## config.mk

```make
export PLATFORM = sky130hd
export DESIGN_NAME = memory_arbiter_ctrl
export DESIGN_NICKNAME = d
export VERILOG_FILES = /design/src/rtl/caches_pkg.sv /design/src/rtl/memory_arbiter_ctrl.sv
export SDC_FILE = /design/constraint.sdc
export NUM_CORES = 1
export LEC_CHECK = 0
export CORE_MARGIN = 5
export CORE_UTILIZATION = 46
export CTS_CLUSTER_DIAMETER = 60
export DETAILED_ROUTE_END_ITERATION = 8
export GPL_TIMING_DRIVEN = 0
export HOLD_SLACK_MARGIN = 0.06
export PLACE_DENSITY = 0.9
export SLEW_MARGIN = 5
export SYNTH_ARGS = -nofsm -noshare
export SYNTH_HDL_FRONTEND = slang
export SYNTH_SLANG_ARGS = --single-unit
export TNS_END_PERCENT = 30
```

## constraint.sdc

```tcl
create_clock -name CLK -period 5.67 [get_ports CLK]
set_input_delay 0.567 -clock CLK [delete_from_list [all_inputs] [get_ports CLK]]
set_output_delay 0.567 -clock CLK [all_outputs]
set_load 0.1 [all_outputs]
```

## src/rtl/caches_pkg.sv

```systemverilog
// Shared types for the cache pair, the RAM port and the arbiter controller.
package caches_pkg;

  localparam int unsigned WORD_W = 32;

  typedef logic [WORD_W-1:0] word_t;

  typedef enum logic [1:0] {
    FREE   = 2'd0,
    BUSY   = 2'd1,
    ACCESS = 2'd2,
    ERROR  = 2'd3
  } ramstate_t;

  typedef enum logic [2:0] {
    IDLE  = 3'd0,
    D_RD  = 3'd1,
    D_WR  = 3'd2,
    I_RD  = 3'd3,
    ABORT = 3'd4
  } arb_state_t;

endpackage

```

## src/rtl/memory_arbiter_ctrl.sv

```systemverilog
// Shares one RAM port between icache (reads) and dcache (reads/writes):
// one latched transaction at a time, bounded retry on RAM errors.
module memory_arbiter_ctrl
  import caches_pkg::*;
#(
  parameter int unsigned MAX_RETRY = 3,
  parameter word_t       BAD_WORD  = 32'hBAD1BAD1
) (
  input  logic      CLK,
  input  logic      nRST,
  input  logic      iREN,
  input  word_t     iaddr,
  input  logic      dREN,
  input  logic      dWEN,
  input  word_t     daddr,
  input  word_t     dstore,
  input  word_t     ramload,
  input  ramstate_t ramstate,
  output logic      iwait,
  output word_t     iload,
  output logic      dwait,
  output word_t     dload,
  output logic      ramREN,
  output logic      ramWEN,
  output word_t     ramaddr,
  output word_t     ramstore,
  output logic      load_done,
  output logic      store_done,
  output logic      bus_err
);

  localparam int unsigned RETRY_W =
    ($clog2(MAX_RETRY + 1) < 2) ? 2 : $clog2(MAX_RETRY + 1);

  arb_state_t         state_q, state_d;
  arb_state_t         op_q, op_d;
  logic               last_d_q, last_d_d;
  logic [RETRY_W-1:0] retry_q, retry_d;
  word_t              addr_q, addr_d;
  word_t              data_q, data_d;
  word_t              iload_q, iload_d;
  word_t              dload_q, dload_d;

  logic ram_ok;
  logic aborting;
  logic i_done;
  logic d_done;

  always_ff @(posedge CLK or negedge nRST) begin
    if (!nRST) begin
      state_q  <= IDLE;
      op_q     <= IDLE;
      last_d_q <= 1'b0;
      retry_q  <= '0;
      addr_q   <= '0;
      data_q   <= '0;
      iload_q  <= '0;
      dload_q  <= '0;
    end else begin
      state_q  <= state_d;
      op_q     <= op_d;
      last_d_q <= last_d_d;
      retry_q  <= retry_d;
      addr_q   <= addr_d;
      data_q   <= data_d;
      iload_q  <= iload_d;
      dload_q  <= dload_d;
    end
  end

  // Grant, RAM sequencing and retry bookkeeping.
  always_comb begin
    state_d  = state_q;
    op_d     = op_q;
    last_d_d = last_d_q;
    retry_d  = retry_q;
    addr_d   = addr_q;
    data_d   = data_q;
    unique case (state_q)
      IDLE: begin
        // icache wins when the dcache had the previous grant
        if (iREN && (last_d_q || !(dWEN || dREN))) begin
          state_d  = I_RD;
          op_d     = I_RD;
          addr_d   = iaddr;
          last_d_d = 1'b0;
        end else if (dWEN) begin
          state_d  = D_WR;
          op_d     = D_WR;
          addr_d   = daddr;
          data_d   = dstore;
          last_d_d = 1'b1;
        end else if (dREN) begin
          state_d  = D_RD;
          op_d     = D_RD;
          addr_d   = daddr;
          last_d_d = 1'b1;
        end
      end
      D_RD, D_WR, I_RD: begin
        if (ramstate == ACCESS) begin
          state_d = IDLE;
          retry_d = '0;
        end else if (ramstate == ERROR) begin
          retry_d = retry_q + RETRY_W'(1);
          if (retry_q == RETRY_W'(MAX_RETRY - 1)) begin
            state_d = ABORT;
          end
        end
      end
      ABORT: begin
        retry_d = '0;
        state_d = IDLE;
      end
      default: begin
        state_d = IDLE;
      end
    endcase
  end

  // Completion is combinational in the ACCESS or ABORT cycle; loads hold otherwise.
  always_comb begin
    ram_ok   = (ramstate == ACCESS);
    aborting = (state_q == ABORT);
    i_done   = ((state_q == I_RD) && ram_ok) || (aborting && (op_q == I_RD));
    d_done   = (((state_q == D_RD) || (state_q == D_WR)) && ram_ok) ||
               (aborting && ((op_q == D_RD) || (op_q == D_WR)));

    iwait      = !i_done;
    dwait      = !d_done;
    ramREN     = (state_q == D_RD) || (state_q == I_RD);
    ramWEN     = (state_q == D_WR);
    ramaddr    = (ramREN || ramWEN) ? addr_q : '0;
    ramstore   = ramWEN ? data_q : '0;
    load_done  = (state_q == D_RD) && ram_ok;
    store_done = (state_q == D_WR) && ram_ok;
    bus_err    = aborting;

    iload = iload_q;
    if (i_done) begin
      iload = aborting ? BAD_WORD : ramload;
    end
    dload = dload_q;
    if (d_done && (op_q == D_RD)) begin
      dload = aborting ? BAD_WORD : ramload;
    end
    iload_d = iload;
    dload_d = dload;
  end

endmodule

```

* After elaboration in Yosys (flattened, before gate mapping)
Index checks and enable logic that the tools add are counted.
Word-level totals: word-level logic and storage cells 71, bits in registers 137
Operators by class: eq/ne operators 13, muxes and demuxes 21, bitwise logic cells 1, reduce and logical (&&, ||, !) cells 27, add/subtract/negate cells 1
Operators with widths (number):
- 32-bit two-way mux | 8
- 3-bit two-way mux | 6
- 3-bit by 2-bit == test with 1-bit output, second input constant | 4
- 1-bit logical AND | 8
- 1-bit logical OR | 8
- 2-bit == test, second input constant | 3
- 3-bit by 1-bit == test with 1-bit output, second input constant | 2
- 3-bit inequality test, second input constant | 2
- 3-bit case mux with 2 select lines | 1
- 3-bit AND reduction | 2
- 2-bit two-way mux | 2
- 4-bit inequality test, second input constant | 1
- 2-bit case mux with 2 select lines | 1
- 2-bit AND reduction | 2
- 3-bit == test, second input constant | 1
- 1-bit zero test | 3
- 3-bit zero test | 1
- 1-bit two-way mux | 3
- 3-bit nonzero test | 1
- 3-bit OR reduction | 1
- 2-bit by 1-bit adder with 2-bit output, second input constant | 1
- 2-bit nonzero test | 1
- 1-bit inverter | 1

* Logic depth before layout (Yosys ltp)
depth after elaboration 6, gate-level depth with buffers 7

* Worst setup path after synthesis
Ideal clock, no wire load.
path kind reg2out, from register state_q[0], to output port dload[15], path buffers 3, required time 5.103 ns, cell stages (with the launch flop) 7, arrival 3.080 ns, path slack 2.023 ns, cells stage by stage dfrtp_1 buf_4 nor3b_2 buf_2 buf_4 nor2_1 mux2i_1
RTL lines:
- start, declared | RTL line memory_arbiter_ctrl.sv:35 | arb_state_t state_q, state_d;
- start signal, assigned | RTL line memory_arbiter_ctrl.sv:60 | state_q <= state_d;
- 3-bit == test * | RTL line memory_arbiter_ctrl.sv:124 | aborting = (state_q == ABORT);
- named net bus_err | RTL line memory_arbiter_ctrl.sv:29 | output logic bus_err
- 1-bit logical AND | RTL line memory_arbiter_ctrl.sv:127 | (aborting && ((op_q == D_RD) || (op_q == D_WR)));
- 1-bit logical OR | RTL line memory_arbiter_ctrl.sv:126 | d_done = (((state_q == D_RD) || (state_q == D_WR)) && ram_ok) ||
- 1-bit logical AND | RTL line memory_arbiter_ctrl.sv:144 | if (d_done && (op_q == D_RD)) begin
- 32-bit two-way mux * | RTL line memory_arbiter_ctrl.sv:144
- end, declared | RTL line memory_arbiter_ctrl.sv:22 | output word_t dload,
The timed path passes the listed nets; every way through them passes the cells marked *.

* Final worst setup path
from input port ramstate[1], to output port iload[25]
Between the ends: word-level cells in the longest chain between the ends 4
RTL lines:
- start, declared | RTL line memory_arbiter_ctrl.sv:18 | input ramstate_t ramstate,
- 2-bit == test | RTL line memory_arbiter_ctrl.sv:123 | ram_ok = (ramstate == ACCESS);
- 1-bit logical AND | RTL line memory_arbiter_ctrl.sv:125 | i_done = ((state_q == I_RD) && ram_ok) || (aborting && (op_q == I_RD));
- 1-bit logical OR | RTL line memory_arbiter_ctrl.sv:125
- 32-bit two-way mux | RTL line memory_arbiter_ctrl.sv:140 | if (i_done) begin
- end, declared | RTL line memory_arbiter_ctrl.sv:20 | output word_t iload,
No other way between the ends.

==> results.cfg <==
[yosys]
syn_inst = 577
synth_top_area_frac = 0.537
synthDistinctLibCells = 44
yosysWarnings = 0
synth_area_leader_cell = dfrtp_1
synthFlopType = dfrtp_1
synth_edf_count = 0
synth_seq_area_share = 0.537
avgSynthCellArea_um2 = 11.0
synth_area_um2 = 6340
async_reset_ff_frac = 1.00
synth_area_leaders = dfrtp_1 54%, and2_1 6.4%, mux2_1 6.0%, a31oi_1 3.2%, mux2i_1 2.8%
ys_ff_latch = 136
synth_nets = 715

[clock_network]
ctsHoldBuffers = 0
cts_tree = done
clock-sinks = 136
numCtsBuffers = 17
cts_setup_buffers = 0
cts-resized-gates = 0
insertion_delay_ns = 0.42
cts.clk_slew.worst_paths_ns = 0.05
root_buffer = clkbuf_16
htreeDepth = 4
clk_path_buf_depth = 2

[timing]
skew_ns = 0.00907
layout_min_cycle_time_ns = 4.21
setup_viol = 0
tns_ns = 0
rsz0062_at_grt = false
worst_pin_slew_ns = 1.07
relSlewSlack = 0.283
fmax_mhz = 237
hold_violations = 0
slew_violations = 0
fin_crit_sh = 0.743

[floorplanning]
die_h_um = 127
dieArea_um2 = 16200
core_um2 = 13400
die_w_um = 127
num_rows = 42
io_pins = 270
start_util = 0.473

[drt]
dr.first_iter.drc_count = 380
wl_um = 19500
num_vias = 5542
drc = 0
routed_via_density = 5.26
detail-route-antenna-nets = 0
wl_per_cell_um = 18.5
first_pass_iters = 5

[worst_setup_path]
crit_fanout = 10
cp.depth = 6
end_kind = primary output
cp_common_cell = clkdlybuf4s50_1
cp-start-kind = input pin
cp_slowest_cell = clkdlybuf4s50_1
path_cells = clkdlybuf4s50_1 -> or3b_4 -> o21ai_4 -> buf_2 -> o22a_1 -> clkdlybuf4s50_1
cp_top_family = buffers and inverters
setup.worst_path.class = in -> out
crit_buf_inv = 3
worstPathRequired_ns = 5.10
crit_arrival_ns = 3.65
rr_worst_depth = 5
max_stage_delay_ns = 1.15

[global_route]
grt_pass1_wl_um = 29700
grt_usage = 0.235
grt_pass1_vias = 5611
grt-ovfl-total = 0
grt_max_degree = 78
antenna_found_initial = 0

[worst_hold_path]
holdCritPathClass = in -> async

[flow_run]
maxCapViolations = 0

[layout]
nNetsFinal = 1003
drive_gt1_frac = 0.0843
diodes = 0
most-common-layout-cells = 267 x clkdlybuf4s50_1, 136 x dfrtp_1, 65 x and2_1
syn_to_final_growth_pct = 55.5
finish.utilization = 0.736
nFillCells = 968
final_common_cell = clkdlybuf4s50_1

[place]
place_congestion = 0.838
io_buffers = 268
dp_hpwl_um = 14700

[run_status]
status = completed
area by class of cell:
type	count	area (um^2)	share of cell area
Sequential cell	136	3400	0.345
Timing Repair Buffer	269	2710	0.275
Multi-Input combinational cell	370	2590	0.263
Clock buffer	25	495	0.0503
Buffer	47	254	0.0258
Tap cell	176	220	0.0223
Clock inverter	7	91.3	0.00927
Inverter	24	90.1	0.00914
worst reg2reg max path: cells and delay by family, from the launching register on:
family | cells | cell delay, ns
flops | 1 | 0.40
mux | 1 | 0.38
fa+ha+maj | 1 | 0.31
simple gates | 1 | 0.30
buf+inv | 1 | 0.28
compound gates | 1 | 0.21
worst paths after layout:
path / startpoint / end / slack (ns)
setup / recovery: ramstate[1] / iload[25] / 1.46
hold / removal: nRST / dload_q[21] / 0.12
setup reg to reg: op_q[0] / dload_q[26] / 3.66
hold reg to reg: data_q[20] / data_q[20] / 0.48
max in group asynchronous: nRST / data_q[1] / 4.79
min in group CLK: data_q[20] / data_q[20] / 0.48
cells by family (layout without fill, tap and decap cells):
group,after synthesis,count (layout),share of synthesized area
AO/OA/AOI/OAI,145,145,0.148
AND/OR/NAND/NOR,157,157,0.143
XOR/XNOR,1,1,0.00138
buffers and inverters,71,372,0.0543
adder cells (fa/ha/maj),3,3,0.00592
multiplexers,64,64,0.110
flip-flops,136,136,0.537
sequential cells by signal (all words and copies together), names as in the netlist:
name / count
op_q: 2
iload_q: 32
retry_q: 2
dload_q: 32
data_q: 32
addr_q: 32
state_q: 3
last_d_q: 1
metal layers:
| layer | routed length, um | GRT usage | part of all wire | up-vias |
|---|---|---|---|---|
| met1 | 7430 | 0.274 | 0.38 | 2646 |
| met5 | 0 | 0 | 0 | - |
| met3 | 2110 | 0.0881 | 0.11 | 29 |
| met4 | 338 | 0.0744 | 0.017 | 0 |
| li1 | - | - | - | 2599 |
| met2 | 9600 | 0.401 | 0.49 | 268 |
Yosys cell counts (14+ instances only):
cell type and n:
o22a_1 18, nand3_1 32, nor2b_1 14, inv_1 23
dfrtp_1 136, mux2i_1 18, mux2_1 34, nor2_1 24
o21ai_0 34, a31oi_1 32, a21oi_1 34, a22o_1 16
clkbuf_1 25, and2_1 65
per-stage QoR:
stage | instances | cell area, um^2 | hold WS, ns | setup slack (ns)
finish | 1054 | 9860 | 0.122 | 1.46
CTS | 1054 | 9860 | 0.131 | 1.46
global route | 1054 | 9860 | 0.161 | 1.34
floorplan | 577 | 6340 | 0.271 | 2.02
detailed placement | 1022 | 9270 | 0.473 | 1.47
global placement | 1021 | 9240 | 0.465 | -1.23
Power is not shown: default switching activity piles up to over one toggle a cycle in this logic, so the estimate is an artifact.
